==> config.mk <==
export PLATFORM = sky130hd
export DESIGN_NAME = piso_shift_ctrl_flat
export DESIGN_NICKNAME = d
export VERILOG_FILES = /design/src/rtl/piso_shift_ctrl_if.sv /design/src/rtl/piso_shift_ctrl.sv /design/src/flat_wrapper.sv
export SDC_FILE = /design/constraint.sdc
export NUM_CORES = 1
export LEC_CHECK = 0
export CAP_MARGIN = 40
export CORE_MARGIN = 1.5
export CORE_UTILIZATION = 68
export CTS_BUF_LIST = sky130_fd_sc_hd__clkbuf_4 sky130_fd_sc_hd__clkbuf_8
export DETAILED_ROUTE_END_ITERATION = 7
export DONT_BUFFER_PORTS = 1
export PLACE_DENSITY = 0.82
export SLEW_MARGIN = 20
export SYNTH_ARGS = -nofsm -noshare
export SYNTH_HDL_FRONTEND = slang
export SYNTH_SLANG_ARGS = --single-unit
==> constraint.sdc <==
create_clock -name clk -period 3.15 [get_ports clk]
set_clock_uncertainty 0.05 [all_clocks]
set_input_delay 0.63 -clock clk [delete_from_list [all_inputs] [get_ports clk]]
set_output_delay 0.63 -clock clk [all_outputs]
set_load 0.02 [all_outputs]
==> src/rtl/piso_shift_ctrl_if.sv <==
// Handshake and serial-link bundle for piso_shift_ctrl.
// The master side is whoever supplies words and drives ser_in; the slave side is the serialiser itself.
interface piso_shift_ctrl_if #(
  parameter int WIDTH = 8
);
  localparam int IW = $clog2(WIDTH);

  logic             load_valid;
  logic             load_ready;
  logic [WIDTH-1:0] load_data;
  logic             ser_in;
  logic             ser_out;
  logic             ser_valid;
  logic             busy;
  logic [IW-1:0]    bit_idx;
  logic             done;
  logic [WIDTH-1:0] par_out;

  modport master (
    output load_valid, load_data, ser_in,
    input  load_ready, ser_out, ser_valid, busy, bit_idx, done, par_out
  );

  modport slave (
    input  load_valid, load_data, ser_in,
    output load_ready, ser_out, ser_valid, busy, bit_idx, done, par_out
  );
endinterface

==> src/rtl/piso_shift_ctrl.sv <==
// Full-duplex word serialiser: shifts a loaded word out one bit every DIV clocks
// while capturing ser_in on the same ticks, presenting the received word at completion.
module piso_shift_ctrl #(
  parameter int WIDTH      = 8,
  parameter int DIV        = 4,
  parameter bit MSB_FIRST  = 1'b1,
  parameter bit IDLE_LEVEL = 1'b0
) (
  input  logic               clk,
  input  logic               rst,
  piso_shift_ctrl_if.slave   bus
);
  localparam int IW   = $clog2(WIDTH);
  localparam int DIVW = (DIV > 1) ? $clog2(DIV) : 1;

  typedef enum logic {IDLE, SHIFT} state_t;

  state_t           state_reg;
  logic [WIDTH-1:0] shreg_reg;
  logic [IW-1:0]    bitcnt_reg;
  logic [DIVW-1:0]  divcnt_reg;
  logic [WIDTH-1:0] par_reg;
  logic             done_reg;

  logic             tick;
  logic             last_bit;
  logic             tx_bit;
  logic [WIDTH-1:0] shreg_next;

  assign tick     = (divcnt_reg == DIVW'(DIV - 1));
  assign last_bit = (bitcnt_reg == IW'(WIDTH - 1));

  // Received bits enter at the end opposite the transmit end, so the first
  // received bit finishes at the transmit-first position of the word.
  generate
    if (MSB_FIRST) begin : g_msb
      assign tx_bit     = shreg_reg[WIDTH-1];
      assign shreg_next = {shreg_reg[WIDTH-2:0], bus.ser_in};
    end else begin : g_lsb
      assign tx_bit     = shreg_reg[0];
      assign shreg_next = {bus.ser_in, shreg_reg[WIDTH-1:1]};
    end
  endgenerate

  always_ff @(posedge clk) begin
    if (rst) begin
      state_reg  <= IDLE;
      shreg_reg  <= '0;
      bitcnt_reg <= '0;
      divcnt_reg <= '0;
      par_reg    <= '0;
      done_reg   <= 1'b0;
    end else begin
      done_reg <= 1'b0;
      case (state_reg)
        IDLE: begin
          if (bus.load_valid) begin
            shreg_reg  <= bus.load_data;
            bitcnt_reg <= '0;
            divcnt_reg <= '0;
            state_reg  <= SHIFT;
          end
        end
        SHIFT: begin
          if (tick) begin
            divcnt_reg <= '0;
            shreg_reg  <= shreg_next;
            if (last_bit) begin
              par_reg    <= shreg_next;
              done_reg   <= 1'b1;
              bitcnt_reg <= '0;
              state_reg  <= IDLE;
            end else begin
              bitcnt_reg <= bitcnt_reg + 1'b1;
            end
          end else begin
            divcnt_reg <= divcnt_reg + 1'b1;
          end
        end
        default: state_reg <= IDLE;
      endcase
    end
  end

  // Status is forced inactive while rst is held so nothing looks live before the reset edge.
  assign bus.load_ready = !rst && (state_reg == IDLE);
  assign bus.busy       = !rst && (state_reg == SHIFT);
  assign bus.ser_valid  = bus.busy;
  assign bus.ser_out    = bus.busy ? tx_bit : IDLE_LEVEL;
  assign bus.bit_idx    = bitcnt_reg;
  assign bus.done       = done_reg;
  assign bus.par_out    = par_reg;
endmodule

==> src/flat_wrapper.sv <==
// flat-port wrapper written by rule: the top's interface ports become plain ports
module piso_shift_ctrl_flat 
#(
  parameter int WIDTH      = 8,
  parameter int DIV        = 4,
  parameter bit MSB_FIRST  = 1'b1,
  parameter bit IDLE_LEVEL = 1'b0
)
  (clk, rst, bus_load_valid, bus_load_data, bus_ser_in, bus_load_ready, bus_ser_out, bus_ser_valid, bus_busy, bus_bit_idx, bus_done, bus_par_out);
  piso_shift_ctrl_if #(.WIDTH(WIDTH)) bus_i ();
  input  logic clk;
  input  logic rst;
  input wire logic [$bits(bus_i.load_valid)-1:0] bus_load_valid;
  input wire logic [$bits(bus_i.load_data)-1:0] bus_load_data;
  input wire logic [$bits(bus_i.ser_in)-1:0] bus_ser_in;
  output wire logic [$bits(bus_i.load_ready)-1:0] bus_load_ready;
  output wire logic [$bits(bus_i.ser_out)-1:0] bus_ser_out;
  output wire logic [$bits(bus_i.ser_valid)-1:0] bus_ser_valid;
  output wire logic [$bits(bus_i.busy)-1:0] bus_busy;
  output wire logic [$bits(bus_i.bit_idx)-1:0] bus_bit_idx;
  output wire logic [$bits(bus_i.done)-1:0] bus_done;
  output wire logic [$bits(bus_i.par_out)-1:0] bus_par_out;
  assign bus_i.load_valid = bus_load_valid;
  assign bus_i.load_data = bus_load_data;
  assign bus_i.ser_in = bus_ser_in;
  assign bus_load_ready = bus_i.load_ready;
  assign bus_ser_out = bus_i.ser_out;
  assign bus_ser_valid = bus_i.ser_valid;
  assign bus_busy = bus_i.busy;
  assign bus_bit_idx = bus_i.bit_idx;
  assign bus_done = bus_i.done;
  assign bus_par_out = bus_i.par_out;
  piso_shift_ctrl #(.WIDTH(WIDTH), .DIV(DIV), .MSB_FIRST(MSB_FIRST), .IDLE_LEVEL(IDLE_LEVEL)) u_core (.clk(clk), .rst(rst), .bus(bus_i));
endmodule
==> impl_metrics.tcl <==
set metrics [dict create \
    netlist.area_leader.share_pct 44.66 \
    num_rows 13 \
    max_slew.worst_pin.slew_ps 375.9 \
    boundaryPins 28 \
    crit_chain "nor2b_1, buf_4, and2_1" \
    synthAdderAreaFrac_pct 4.854 \
    arrival_ps 1220 \
    reg2reg_depth 5 \
    synth-edff-count 0 \
    cts_max_path_buffers 2 \
    rsz0062_at_grt "false" \
    wl_met1_um 788 \
    fin_ws_ps 1251 \
    gp_congestion 0.7004 \
    yosys_warnings 0 \
    drtIter0Drc 10 \
    setup_viol 0 \
    die_y_um 41.94 \
    synth.avg_cell_area_um2 9.635 \
    num_vias 735 \
    maxCapViolCount 0 \
    wire_per_inst_um 14.33 \
    ys_seq_elements 23 \
    cts_setup_buffers 0 \
    synth_compound_area_share_pct 16.26 \
    finalHoldViolations 0 \
    grt_antenna_before_repair 0 \
    ant_nets 0 \
    holdPathStages 1 \
    yosysSeqAreaShare_pct 44.66 \
    worstPathRequired_ps 2470 \
    grt_pass1_vias 642 \
    areaGrowthSynthToFinish_pct 0.2426 \
    die_area_um2 1759 \
    fmax_mhz 526.6 \
    vdd_drop_max_v 0.0002749 \
    hold_path_startpoint "rst" \
    min_to "u_core.shreg_reg[5]$_SDFFE_PP0P_" \
    cts_resized 0 \
    root_buffer "clkbuf_4" \
    syn-instance-count 107 \
    run_status "finished clean" \
    synth_xor_area_share_pct 0 \
    power_density_nw_per_um2 476.8 \
    clock_power_share_pct 27.1 \
    antenna_cells 0 \
    grt_usage_pct 21.07 \
    synth.top_cells.by_area "dfxtp_1 45%, a211oi_2 9.7%, mux2i_1 9.7%, nand2_1 6.9%, a21oi_1 4.9%" \
    yosys_most_used_dff "dfxtp_1" \
    p_sw_share_pct 24.68 \
    wl_met3_um 118 \
    synthSimpleGateAreaFrac_pct 17.35 \
    cp_slowest_cell "dfxtp_1" \
    seq_power_share_pct 62.7 \
    preCtsSetupSlack_ps 1300 \
    core_um2 1350 \
    worstSetupStartpointType "register" \
    viasPerCell 6.125 \
    combPwrFrac_pct 10.3 \
    hold_buffers 0 \
    drive_above_1_share_pct 15.24 \
    worstSetupPathType "reg -> out" \
    maxSlewHeadroom_pct 74.85 \
    p_int_mw 0.3712 \
    floorplan.die.width_um 41.94 \
    cts_sinks 23 \
    synth_area_um2 1031 \
    gr-total-overflow 0 \
    synth_nets 123 \
    finalSetupTns_ps 0 \
    grt_pass1_wl_um 2829 \
    rrSetupSlack_ps 1520 \
    place_hpwl_um 1193 \
    cts_tree "done" \
    muxShareOfSynthArea_pct 11.17 \
    switching_power_mw 0.1216 \
    htreeDepth 1 \
    cts-buffers-inserted 3 \
    wl_um 1720 \
    cp_max_fo 3 \
    synthArstFlopShare_pct 0 \
    hold_path_class "in -> reg" \
    firstDrtPassIters 4 \
    leakage_nw 0.3856 \
    netlist.top_cell.by_area "dfxtp_1" \
    fin_crit_sh_pct 60.29 \
    grt_start_max_net_pins 26 \
    rr_startpoint "u_core.bus.bit_idx[0]$_SDFFE_PP0P_" \
    synth_top_family_by_area "simple AND/OR/NAND/NOR gates" \
    critPathMaxStageDelay_ps 350 \
    cts.clk_slew.worst_paths_ps 120 \
    drcViolationCount 0 \
    crit_path_end_kind "output pin" \
    r2r-end "u_core.bus.par_out[5]$_SDFFE_PP0P_" \
    drv_slew 0 \
    finalCriticalPeriod_ps 1899 \
    start_util_pct 76.37 \
    synth_cell_types 23 \
    top_layer "met4" \
    worst_skew_pair.late_latency_ps 300 \
    io_buffer_count 0 \
    wl_met2_um 796 \
    nets 122 \
]
## cells by family after synthesis
group	count (synthesis)
simple gates	41
buf+inv	8
mux	11
fa+ha+maj	4
compound gates	20
flops	23
## per-stage QoR
stage               power [mW]  hold WS (ps)  std cells  cell area (µm²)  util [%]
finish                  0.4928         316.8        120             1033     76.55
global route            0.5231         284.0        120             1033     76.55
CTS                     0.5013         303.4        120             1033     76.55
detailed placement      0.3664         408.1        116             1006     74.51
global placement        0.3646         401.8        116             1006     74.51
floorplan               0.3691         394.9        107             1031         -
## cells in the final DEF (no fill, tap or decap), drive strengths merged
master	n
clkbuf	3
and2	1
and3	1
nand3	1
or3	1
clkinv	1
buf	2
nor2	13
a21oi	11
nor3	1
dfxtp	23
mux2	1
ha	4
nand2	19
a211oi	8
nor2b	1
nor3b	2
a32oi	1
mux2i	10
nand4b	1
## power groups by stage
| stage | Sequential (mW) | Combinational, mW | Clock (mW) |
|---|---|---|---|
| 4_1_cts | 0.309 | 0.0512 | 0.141 |
| 3_5_place_dp | 0.315 | 0.0512 | 0 |
| 5_1_grt | 0.310 | 0.0560 | 0.157 |
| 3_3_place_gp | 0.315 | 0.0496 | 0 |
| 6_report | 0.309 | 0.0507 | 0.133 |
| 2_1_floorplan | 0.314 | 0.0550 | 0 |
## Yosys cell counts, types with 2 or more instances
| cell | n |
|---|---|
| mux2i_1 | 10 |
| nor3b_1 | 2 |
| buf_6 | 3 |
| dfxtp_1 | 23 |
| a211oi_2 | 8 |
| buf_2 | 2 |
| nand2_1 | 19 |
| nor2_1 | 13 |
| a21oi_1 | 10 |
| ha_1 | 4 |
## worst max path at each step
| stage | start | to | slack [ps] |
|---|---|---|---|
| 2_1_floorplan | rst | bus_ser_out | 1020 |
| 3_3_place_gp | rst | bus_ser_out | 1300 |
| 3_5_place_dp | rst | bus_ser_out | 1300 |
| 4_1_cts | u_core.state_reg$_SDFF_PP0_ | bus_ser_out | 1230 |
| 5_1_grt | u_core.state_reg$_SDFF_PP0_ | bus_ser_out | 1160 |
| 6_report | u_core.state_reg$_SDFF_PP0_ | bus_ser_out | 1250 |
## layer usage
layer  up-vias  global-route usage [%]
met1       345                   27.87
met4         0                   9.677
met2        21                   32.19
met3         2                   5.217
met5         -                       0
li1        367                       -
## cell type report
cell class / count / area, µm²
Clock buffer: 3 / 22.52
Multi-Input combinational cell: 76 / 511.7
Tap cell: 15 / 18.77
Clock inverter: 1 / 5.005
Sequential cell: 23 / 460.4
Fill cell: 103 / 316.6
Timing Repair Buffer: 2 / 15.01
## critical path: cells and delay by family, from the launching register on
kind	cells	cell delay, ps
and+or+nand+nor	2	390
DFF	1	350
buffers and inverters	1	190
Power figures use the tool's default switching activity.
